**src/rtl/lcd_text_pkg.sv**
```systemverilog
// Shared types and helpers for the table-driven LCD text layout controller.
// Optional hex-field support is enabled with the HEX_FIELD_EN macro.
package lcd_text_pkg;

    typedef enum logic [2:0] {
        ST_IDLE,
        ST_RD,
        ST_LAT,
        ST_ISSUE,
        ST_WAIT,
        ST_DONE
    } state_t;

    // Entry layout is {row, col, ascii}; row offset depends on COL_W
    localparam int ASCII_LSB = 0;
    localparam int ASCII_W   = 7;
    localparam int COL_LSB   = ASCII_LSB + ASCII_W;

    localparam logic [6:0] ASCII_HEX_ESC = 7'h7F;
    localparam logic [6:0] ASCII_BLANK   = 7'h00;

    function automatic logic [6:0] hex_to_ascii(input logic [3:0] nib);
        logic [6:0] ext;
        ext = {3'b000, nib};
        if (nib < 4'd10) begin
            return 7'h30 + ext;
        end
        return 7'h37 + ext;
    endfunction

endpackage

```
**src/rtl/lcd_text_hex_digit.sv**
```systemverilog
// Nibble to ASCII hex digit ('0'-'9', 'A'-'F'), purely combinational.
// Only instantiated when HEX_FIELD_EN is defined.
import lcd_text_pkg::*;

module lcd_text_hex_digit (
    input  logic [3:0] nibble,
    output logic [6:0] ascii
);

    assign ascii = hex_to_ascii(nibble);

endmodule

```
**src/rtl/lcd_text_layout_ctrl.sv**
```systemverilog
// Walks a text-entry RAM and drives the glyph renderer with per-entry origins.
// Define HEX_FIELD_EN to turn ascii 0x7F entries into hex digits of hex_val.
import lcd_text_pkg::*;

module lcd_text_layout_ctrl #(
    parameter int FONT_W    = 8,
    parameter int FONT_H    = 16,
    parameter bit FONT_BIG  = 1'b1,
    parameter int MAX_CHARS = 32,
    parameter int COL_W     = 5,
    parameter int ROW_W     = 4,
    parameter int XY_W      = 9,
    parameter bit AUTO_RUN  = 1'b1,
    localparam int AW       = $clog2(MAX_CHARS),
    localparam int EW       = ROW_W + COL_W + 7
) (
    input  logic            sys_clk,
    input  logic            sys_rst_n,
    input  logic            init_done,
    input  logic            refresh,
    input  logic [AW:0]     str_len,
    output logic [AW-1:0]   ent_addr,
    input  logic [EW-1:0]   ent_data,
    input  logic            show_char_done,
    output logic            en_size,
    output logic            show_char_flag,
    output logic [6:0]      ascii_num,
    output logic [XY_W-1:0] start_x,
    output logic [XY_W-1:0] start_y,
    output logic            busy,
`ifdef HEX_FIELD_EN
    input  logic [31:0]     hex_val,
`endif
    output logic            frame_done
);

    localparam logic [AW:0]     LEN_MAX = (AW + 1)'(MAX_CHARS);
    localparam logic [XY_W-1:0] FW      = XY_W'(FONT_W);
    localparam logic [XY_W-1:0] FH      = XY_W'(FONT_H);

    state_t state;
    state_t state_nxt;

    logic [AW-1:0]   idx;
    logic [AW:0]     len_q;
    logic            init_q;
    logic            frame_q;
    logic [6:0]      ascii_q;
    logic [XY_W-1:0] x_q;
    logic [XY_W-1:0] y_q;

    logic [6:0]       ent_ascii;
    logic [COL_W-1:0] ent_col;
    logic [ROW_W-1:0] ent_row;
    logic [6:0]       glyph;
    logic [AW:0]      idx_inc;
    logic [AW:0]      len_clamp;
    logic             last;
    logic             blank;
    logic             init_rise;
    logic             start;

    assign ent_ascii = ent_data[ASCII_LSB +: ASCII_W];
    assign ent_col   = ent_data[COL_LSB +: COL_W];
    assign ent_row   = ent_data[COL_LSB + COL_W +: ROW_W];

    assign idx_inc   = {1'b0, idx} + (AW + 1)'(1);
    assign last      = idx_inc >= len_q;
    assign blank     = ent_ascii == ASCII_BLANK;
    assign len_clamp = (str_len > LEN_MAX) ? LEN_MAX : str_len;
    assign init_rise = init_done & ~init_q;
    assign start     = init_done & (refresh | (AUTO_RUN & init_rise));

`ifdef HEX_FIELD_EN
    logic [31:0] hex_q;
    logic [2:0]  nib_sel;
    logic [3:0]  nib;
    logic [6:0]  hex_ascii;

    // Nibble 7 sits at col 0 so a field reads MSB first, left to right
    assign nib_sel = 3'd7 - ent_col[2:0];
    assign nib     = hex_q[{nib_sel, 2'b00} +: 4];

    lcd_text_hex_digit u_hex_digit (
        .nibble (nib),
        .ascii  (hex_ascii)
    );

    always_ff @(posedge sys_clk or negedge sys_rst_n) begin
        if (!sys_rst_n) begin
            hex_q <= '0;
        end else if (state == ST_IDLE && start) begin
            hex_q <= hex_val;
        end
    end

    always_comb begin
        glyph = ent_ascii;
        if (ent_ascii == ASCII_HEX_ESC) begin
            glyph = hex_ascii;
        end
    end
`else
    assign glyph = ent_ascii;
`endif

    always_ff @(posedge sys_clk or negedge sys_rst_n) begin
        if (!sys_rst_n) begin
            state <= ST_IDLE;
        end else begin
            state <= state_nxt;
        end
    end

    always_comb begin
        state_nxt = state;
        if (!init_done) begin
            state_nxt = ST_IDLE;
        end else begin
            case (state)
                ST_IDLE: begin
                    if (start) begin
                        state_nxt = (len_clamp == '0) ? ST_DONE : ST_RD;
                    end
                end
                ST_RD: state_nxt = ST_LAT;
                ST_LAT: begin
                    if (blank) begin
                        state_nxt = last ? ST_DONE : ST_RD;
                    end else begin
                        state_nxt = ST_ISSUE;
                    end
                end
                ST_ISSUE: state_nxt = ST_WAIT;
                ST_WAIT: begin
                    if (show_char_done) begin
                        state_nxt = last ? ST_DONE : ST_RD;
                    end
                end
                ST_DONE: state_nxt = ST_IDLE;
                default: state_nxt = ST_IDLE;
            endcase
        end
    end

    always_ff @(posedge sys_clk or negedge sys_rst_n) begin
        if (!sys_rst_n) begin
            idx     <= '0;
            len_q   <= '0;
            init_q  <= 1'b0;
            frame_q <= 1'b0;
            ascii_q <= '0;
            x_q     <= '0;
            y_q     <= '0;
        end else begin
            init_q  <= init_done;
            frame_q <= init_done && state == ST_DONE;
            if (!init_done) begin
                idx <= '0;
            end else begin
                if (state == ST_IDLE && start) begin
                    idx   <= '0;
                    len_q <= len_clamp;
                end
                if ((state == ST_LAT && blank) ||
                    (state == ST_WAIT && show_char_done)) begin
                    idx <= idx_inc[AW-1:0];
                end
                // Glyph fields are held from the strobe until the next one
                if (state == ST_LAT && !blank) begin
                    ascii_q <= glyph;
                    x_q     <= XY_W'(ent_col) * FW;
                    y_q     <= XY_W'(ent_row) * FH;
                end
            end
        end
    end

    always_comb begin
        en_size        = FONT_BIG;
        ent_addr       = idx;
        show_char_flag = state == ST_ISSUE;
        busy           = state != ST_IDLE;
        frame_done     = frame_q;
        ascii_num      = ascii_q;
        start_x        = x_q;
        start_y        = y_q;
    end

endmodule
```
**config.mk**
```make
export PLATFORM = sky130hd
export DESIGN_NAME = lcd_text_layout_ctrl
export DESIGN_NICKNAME = d
export VERILOG_FILES = /design/src/rtl/lcd_text_pkg.sv /design/src/rtl/lcd_text_hex_digit.sv /design/src/rtl/lcd_text_layout_ctrl.sv
export SDC_FILE = /design/constraint.sdc
export NUM_CORES = 1
export LEC_CHECK = 0
export ABC_AREA = 0
export CORE_MARGIN = 2
export CORE_UTILIZATION = 48
export CTS_BUF_LIST = sky130_fd_sc_hd__clkbuf_16
export DETAILED_ROUTE_END_ITERATION = 8
export GPL_TIMING_DRIVEN = 0
export PLACE_DENSITY_LB_ADDON = 0.15
export SYNTH_ARGS = -nofsm -noshare
export SYNTH_HDL_FRONTEND = slang
export SYNTH_HIERARCHICAL = 1
export SYNTH_SLANG_ARGS = --single-unit
```
**constraint.sdc**
```tcl
create_clock -name sys_clk -period 3.4 [get_ports sys_clk]
set_clock_uncertainty 0.05 [all_clocks]
set_input_delay 0.51 -clock sys_clk [delete_from_list [all_inputs] [get_ports sys_clk]]
set_output_delay 0.51 -clock sys_clk [all_outputs]
set_load 0.01 [all_outputs]
```
==> results.txt, run 1 <==
- Result of the run: completed
- Leaving out fill and tap cells, the most frequent cell in the layout is sky130_fd_sc_hd__clkdlybuf4s50_1.
* Layout-stage area growth over the synthesis result: 41.0%
- Pin count of the biggest net entering global routing: 33
- The worst hold path belongs to the class input pin to asynchronous set/reset pin.
* Count of hold-fix buffers inserted at cts: 0
- Count of instances resized after the clock tree is built: 0
- Total of fill cells in the finished design: 243
- Share of the cycle needed by the critical path after routing: 65.0%
- Layout Cell Area excl Fill: 2470 um^2
- For this block, the via count after detailed routing is 1393.
- Max-slew violation count: 0
* Placeable core area: 3420 um^2
* Number of setup violations in the final report: 0
- The first routing iteration left 76 violations.
- Final min period: 2210 ps
- Summing all placed instances gives a cell area of 2340 um^2.
- Drt via density: 5.20
* Number of antenna violations at the first check in global routing: 0
- Vias in the first global route: 1385
- The die covers 4160 um^2.
- Top cell type's share of synthesized area: 45.6%
* CTS HTree Levels: 2
- After synthesis the cells add up to 1760 um^2.
- Critical Path Sink Type: output pin
- The setup path with the least slack is of type flop to output pin.
* Global-route wire length before repair: 6150 um
- Worst slew slack as a fraction of its limit: 53.6%
* Post-CTS clock slew at the launch and capture registers of the worst setup and hold paths: 50 ps
- Of all nets on the critical path, the largest fanout is 8.
- Number of max-cap violations: 0
- After legalization and detailed placement, the total HPWL measured 2780 um.
* Pre-Repair DR Iteration Count: 4
- Main synth FF type: sky130_fd_sc_hd__dfrtp_1
* Clock tree from TritonCTS: built
* I/O pin count: 61
- Final nets: 255
- Data on the critical path is required at its endpoint by 2840 ps.
- Maximum root-to-sink buffer count: 2
- Global routing consumed, over all layers together, 19.4% of the routing resources.
- Main area contributors after synthesis: sky130_fd_sc_hd__dfrtp_1 46%, sky130_fd_sc_hd__mux2_4 8.6%, sky130_fd_sc_hd__ha_1 5.0%
* Synthesis Warnings: 6
- Counting flops with a built-in enable in the synthesized netlist gives 0.
- Diode count: 0
* Commonest non-fill, non-tap cells in the layout: 49 x sky130_fd_sc_hd__clkdlybuf4s50_1, 32 x sky130_fd_sc_hd__dfrtp_1, 12 x sky130_fd_sc_hd__nand2_1
- Initial Util: 51.4%
- Reported leakage power: 1.14 nW
- Worst vdd ir: 0.358 mV
* Async set or reset register ratio after synthesis: 100%
- Num Clock Sinks: 32
- The congestion estimate from routability-driven global placement came to 0.875.
* Sum of overflow across all layers after global routing: 0
- Synthesis-stage register bit count: 32
- Root Buffer Master: sky130_fd_sc_hd__clkbuf_16
- Unrepaired setup endpoints after global routing: false
- Unique masters post-synth: 38
* Post-Synthesis Cells: 156
- Row generation in the floorplan step produced 21 rows.
* Port Buf Inserts: 50
- Sort of element at the start of the critical path: flop
* Seq/Total Area, Yosys: 45.6%
* Buffers inserted by post-CTS timing repair: 0
- In this run the horizontal extent of the chip is 64.5 um.
* Routed wire per std cell: 13.7 um
- Buffers inserted during clock tree synthesis total 5.
- Summed over all failing endpoints, the final setup total negative slack is 0 ps.
- DRT Wirelength: 3680 um
- Of the cells placed in the final design, the portion with a size suffix greater than 1 is 18.9%.
* Upper clock frequency limit: 452 MHz
- Cell type with the highest aggregate area in the netlist: sky130_fd_sc_hd__dfrtp_1
- Final Hold Fails: 0
* Mean post-synth cell area: 11.3 um^2
- Number of remaining DRC errors: 0
* Height of the chip: 64.5 um
- For the pin with the worst max-slew slack, the measured transition is 697 ps.
* Data arrival time of the critical path: 1650 ps
* Areal power density over the cells: 596 nW/um^2
- The later pin in the worst-skew pair is clocked with a latency of 270 ps.
* Antenna-violating nets left: 0
## synth_stat cells, drive strengths merged, types with 3 or more instances
cell type / n
o21ai: 8
a21oi: 3
nand2: 12
a32o: 3
buf: 14
a31oi: 3
nor3: 3
ha: 7
dfrtp: 32
nand2b: 7
inv: 9
mux2: 17
nor2: 7
nand3: 6
## final cells by class
class	count	area (um^2)	share of cell area (%)
plain buffers	16	121	4.90
clock buffers	5	125	5.06
clock inverters	3	11.3	0.455
inverters	9	33.8	1.37
multi-input cells	107	830	33.5
flip-flops and latches	32	801	32.4
well taps	46	57.6	2.33
repair buffers	50	495	20.0
## power breakdown
part           internal, W  switching [W]  leakage, nW  total, W
Sequential        0.000492      0.0000571        0.406  0.000549
Clock             0.000262       0.000148       0.0738  0.000410
Combinational     0.000327       0.000187        0.660  0.000514
Total              0.00108       0.000392         1.14   0.00147
## flip-flops by register name, indices dropped and copies added, names as in the netlist
name and flops:
state 3, ascii_num 7, start_x 5, ent_addr 5, len_q 6, start_y 4
frame_done 1, init_q 1
## metrics by stage
| stage | hold WS, ps | power [W] | worst slack [ps] | utilization (%) | instances |
|---|---|---|---|---|---|
| floorplan | 164 | 0.000796 | 1570 | - | 164 |
| global placement | 417 | 0.00106 | 1030 | 68.6 | 260 |
| detailed placement | 423 | 0.00107 | 1000 | 68.6 | 260 |
| CTS | 432 | 0.00149 | 1190 | 72.6 | 268 |
| global route | 286 | 0.00155 | 1090 | 72.5 | 268 |
| finish | 230 | 0.00147 | 1190 | 72.5 | 268 |
## kinds of logic (layout without fill, tap and decap cells)
family                     Yosys count  in the layout  share of synthesized area [%]
muxes                               18             18                           13.6
and+or+nand+nor                     45             45                           15.6
xor gates and xnor gates             3              3                           1.50
adders and majority gates            7              7                           4.99
DFF                                 32             32                           45.6
AOI/OAI and AO/OA                   24             24                           9.41
buffers and inverters               25             83                           8.84
other                                2             10                          0.428
## final timing paths
kind | slack [ps] | depth (start not counted) | endpoint | startpoint
max in group asynchronous | 2610 | 1 | start_x[3] | sys_rst_n
hold reg to reg | 430 | 2 | len_q[1] | len_q[1]
min in group sys_clk | 430 | 2 | len_q[1] | len_q[1]
setup reg to reg | 1350 | 6 | state[2] | ent_addr[0]
setup / recovery | 1190 | 4 | busy | state[2]
hold / removal | 230 | 1 | ascii_num[6] | sys_rst_n
## worst max-delay path: stages, from the launching register on
cell,delay [ps]
sky130_fd_sc_hd__dfrtp_1,370
sky130_fd_sc_hd__buf_6,140
sky130_fd_sc_hd__nor3_1,310
sky130_fd_sc_hd__inv_1,70
sky130_fd_sc_hd__clkdlybuf4s50_1,490
## layer usage
metal / global-route usage (%) / vias to the layer above / routed length (um)
li1: - / 662 / -
met4: 5.59 / 0 / 48
met5: 0 / - / 0
met3: 6.94 / 6 / 247
met2: 32.9 / 55 / 1820
met1: 23.1 / 670 / 1570
(Power assumes the default switching activity.)
==> run 2: changes to the inputs <==
Settings changed: CORE_UTILIZATION 48 to 45.
Clock period 3.4 ns to 2.2 ns, I/O delays scaled along.
==> run 2 against run 1 <==
Cell count grew 0.75%. Cell area rose by 1.4%. Die area up 6.2%. Clock power increased by 90%. Critical endpoint is now state[2]. Highest routed layer unchanged.
==> results.txt, run 2 (synthesis results as in run 1) <==
- Result of the run: completed
* Buffering stage count on the worst path with inverters included: 0 (-3)
* Total number of vias: 1397 (+0.29%)
- The max-capacitance violation count came to 0 (unchanged).
* CTS HTree Levels: 2 (unchanged)
- Data arrival time of the critical path: 2190 ps (+540 ps)
- The worst register-to-register path ends at state[2].
- The height of the chip is 66.5 um (+3.1%).
* Total routing resource utilization after global routing: 20.0% (+0.62 points)
- The cell depth of the worst setup path was 6 (+2).
* Max-slew violation count: 0 (unchanged)
* Total of fill cells in the finished design: 304 (+25%)
* Worst slew slack as a fraction of its limit: 52.9% (-0.63 points)
- Critical path fanouts, max: 6 (-2)
- The count of TritonRoute iterations in the first routing pass is 4 (unchanged).
- DRT Wirelength: 3900 um (+6.1%)
* Number of buffers inserted during clock tree synthesis: 5 (unchanged)
* Unrepaired setup endpoints after global routing: false
- Number of antenna violations at the first check in global routing: 0 (unchanged)
* Upper clock frequency limit: 479 MHz
* Post-detailed-placement half-perimeter wirelength: 2870 um (+3.1%)
- The number of instances resized during post-cts repair is 0 (unchanged).
* Critical Path Sink Type: flop
- The leakage component of the power was 1.15 nW (+0.52%).
* I/O pin count: 61 (unchanged)
- Delay of the slowest cell on the worst path: 460 ps (-30 ps)
* Placeable core area: 3720 um^2 (+8.8%)
- Worst vdd ir: 0.624 mV (+74%)
- In the finished design, the share of the clock period the worst path needs comes to 95.0%.
- The antenna violation net count after detailed routing was 0 (unchanged).
* Area of the die: 4420 um^2 (+6.2%)
* Clock latency on the worst-skew pair: 280 ps (about the same)
- Sort of element at the start of the critical path: flop
- Commonest non-fill, non-tap cells in the layout: 49 x sky130_fd_sc_hd__clkdlybuf4s50_1, 32 x sky130_fd_sc_hd__dfrtp_1, 12 x sky130_fd_sc_hd__nand2_1
- Family of cells with the greatest summed delay on the critical path: compound AO/OA/AOI/OAI gates
* Post-Place Setup Slack: -70.2 ps (-1070 ps)
- Diode count: 0 (unchanged)
- The number of flip-flops under the largest register name is 7 (unchanged).
- The weighted congestion reported at the end of routability-driven placement was 0.789 (-9.7%).
- The number of hold-slack violations in the final timing report is 0 (unchanged).
- On the critical path, the stage with the largest delay is an instance of sky130_fd_sc_hd__dfrtp_1.
- Sum of overflow across all layers after global routing: 0 (unchanged)
- Layout-stage area growth over the synthesis result: 42.9%
* Root Buffer Master: sky130_fd_sc_hd__clkbuf_16
- The proportion of layout cells with a drive suffix above 1 came to 20.3% (+1.4 points).
- Endpoint required time on the critical path: 2300 ps (-540 ps)
- The number of DRC markers in iteration 0 was 87 (+14%).
* Rows: 22 (+4.8%)
- Post-CTS clock slew at the launch and capture registers of the worst setup and hold paths: 60 ps (about the same)
* Post-route worst setup slack: 111 ps (-1080 ps)
- The worst hold path belongs to the class input pin to asynchronous set/reset pin.
- The worst register-to-register path begins at ent_addr[0].
* Number of remaining DRC errors: 0 (unchanged)
- Drt via density: 5.17 (-0.46%)
- Start-to-end type of the worst setup path: flop to flop
- Worst-case reg-to-reg path depth: 6 (unchanged)
* Slew at the pin closest to its max-slew limit: 706 ps (+9.44 ps)
* Total power: 0.00243 W (+65%)
- Die X: 66.5 um (+3.1%)
- The number of setup buffers added after CTS is 0 (unchanged).
- Final min period: 2090 ps
- The power per cell area is 970 nW/um^2 (+63%).
- Number of setup violations in the final report: 0 (unchanged)
- Walking the worst path, the cells encountered are nand3_1 -> xnor2_1 -> ha_1 -> a2111o_1 -> o221ai_1 -> o21ai_0.
- Count of hold-fix buffers inserted at cts: 0 (unchanged)
* Routed wire per std cell: 14.5 um (+5.3%)
- Initial Util: 47.2% (-4.2 points)
- The maximum number of buffers from clock root to sink is 2 (unchanged).
- Final total negative setup slack: 0 ps (unchanged)
- Global-route wire length before repair: 6600 um (+7.3%)
- Leading cell type in the layout, fill and taps excluded: sky130_fd_sc_hd__clkdlybuf4s50_1
- The pin count of the biggest net entering global routing is 33 (unchanged).
* Reg2reg setup slack: 110 ps (-1240 ps)
- The number of global-route vias before repair was 1442 (+4.1%).
* Final nets: 255 (unchanged)
* Port Buf Inserts: 50 (unchanged)
- Clock tree from TritonCTS: built
- The clock sink count came to 32 (unchanged).
## run 2: changes by cell type in the layout (fill, tap and decap cells not counted)
cell	previous run	this run
sky130_fd_sc_hd__bufinv_16	0	1
sky130_fd_sc_hd__clkinv_2	0	1
sky130_fd_sc_hd__clkinv_1	1	0
sky130_fd_sc_hd__clkinvlp_4	0	1
sky130_fd_sc_hd__inv_1	11	9
## run 2: area by class of cell
| cell class | instances | area [um^2] | area share [%] |
|---|---|---|---|
| Multi-Input combinational cell | 107 | 830 | 33.1 |
| Sequential cell | 32 | 801 | 31.9 |
| Timing Repair Buffer | 50 | 495 | 19.8 |
| Clock buffer | 5 | 125 | 4.99 |
| Buffer | 16 | 121 | 4.84 |
| Tap cell | 48 | 60.1 | 2.39 |
| Clock inverter | 3 | 42.5 | 1.70 |
| Inverter | 9 | 33.8 | 1.35 |
## run 2: per-stage QoR
step	cells	utilization (%)	instance area, um^2	hold WS, ps
final	270	67.5	2510	48.0
after global routing	270	67.5	2510	110
after CTS	270	67.6	2510	442
after detailed placement	262	63.1	2350	430
after global placement	262	63.1	2350	421
after floorplan	164	-	1790	-15.6
## run 2: layer usage
metal  up-vias  wire length [um]  global-route usage, %
met2        54              1940                   34.8
met4         0                41                   5.36
met1       680              1700                   24.1
met3         5               227                   5.74
met5         -                 0                      0
li1        658                 -                      -
## run 2: how the worst max path moves through the flow
stage / startpoint / end / slack, ps
4_1_cts: ent_addr[0] / state[2] / 130
2_1_floorplan: ent_addr[2] / state[2] / 370
6_report: ent_addr[0] / state[2] / 110
5_1_grt: ent_addr[2] / state[2] / 30
3_3_place_gp: ent_data[1] / ascii_num[0] / -40
3_5_place_dp: ent_data[1] / ascii_num[0] / -70
## run 2: power by group
group          leakage, nW  switching (W)  total [W]  internal (W)
Clock               0.0798       0.000250   0.000781      0.000531
Combinational        0.660       0.000293   0.000799      0.000506
Sequential           0.406      0.0000939   0.000854      0.000760
Total                 1.15       0.000637    0.00243       0.00180
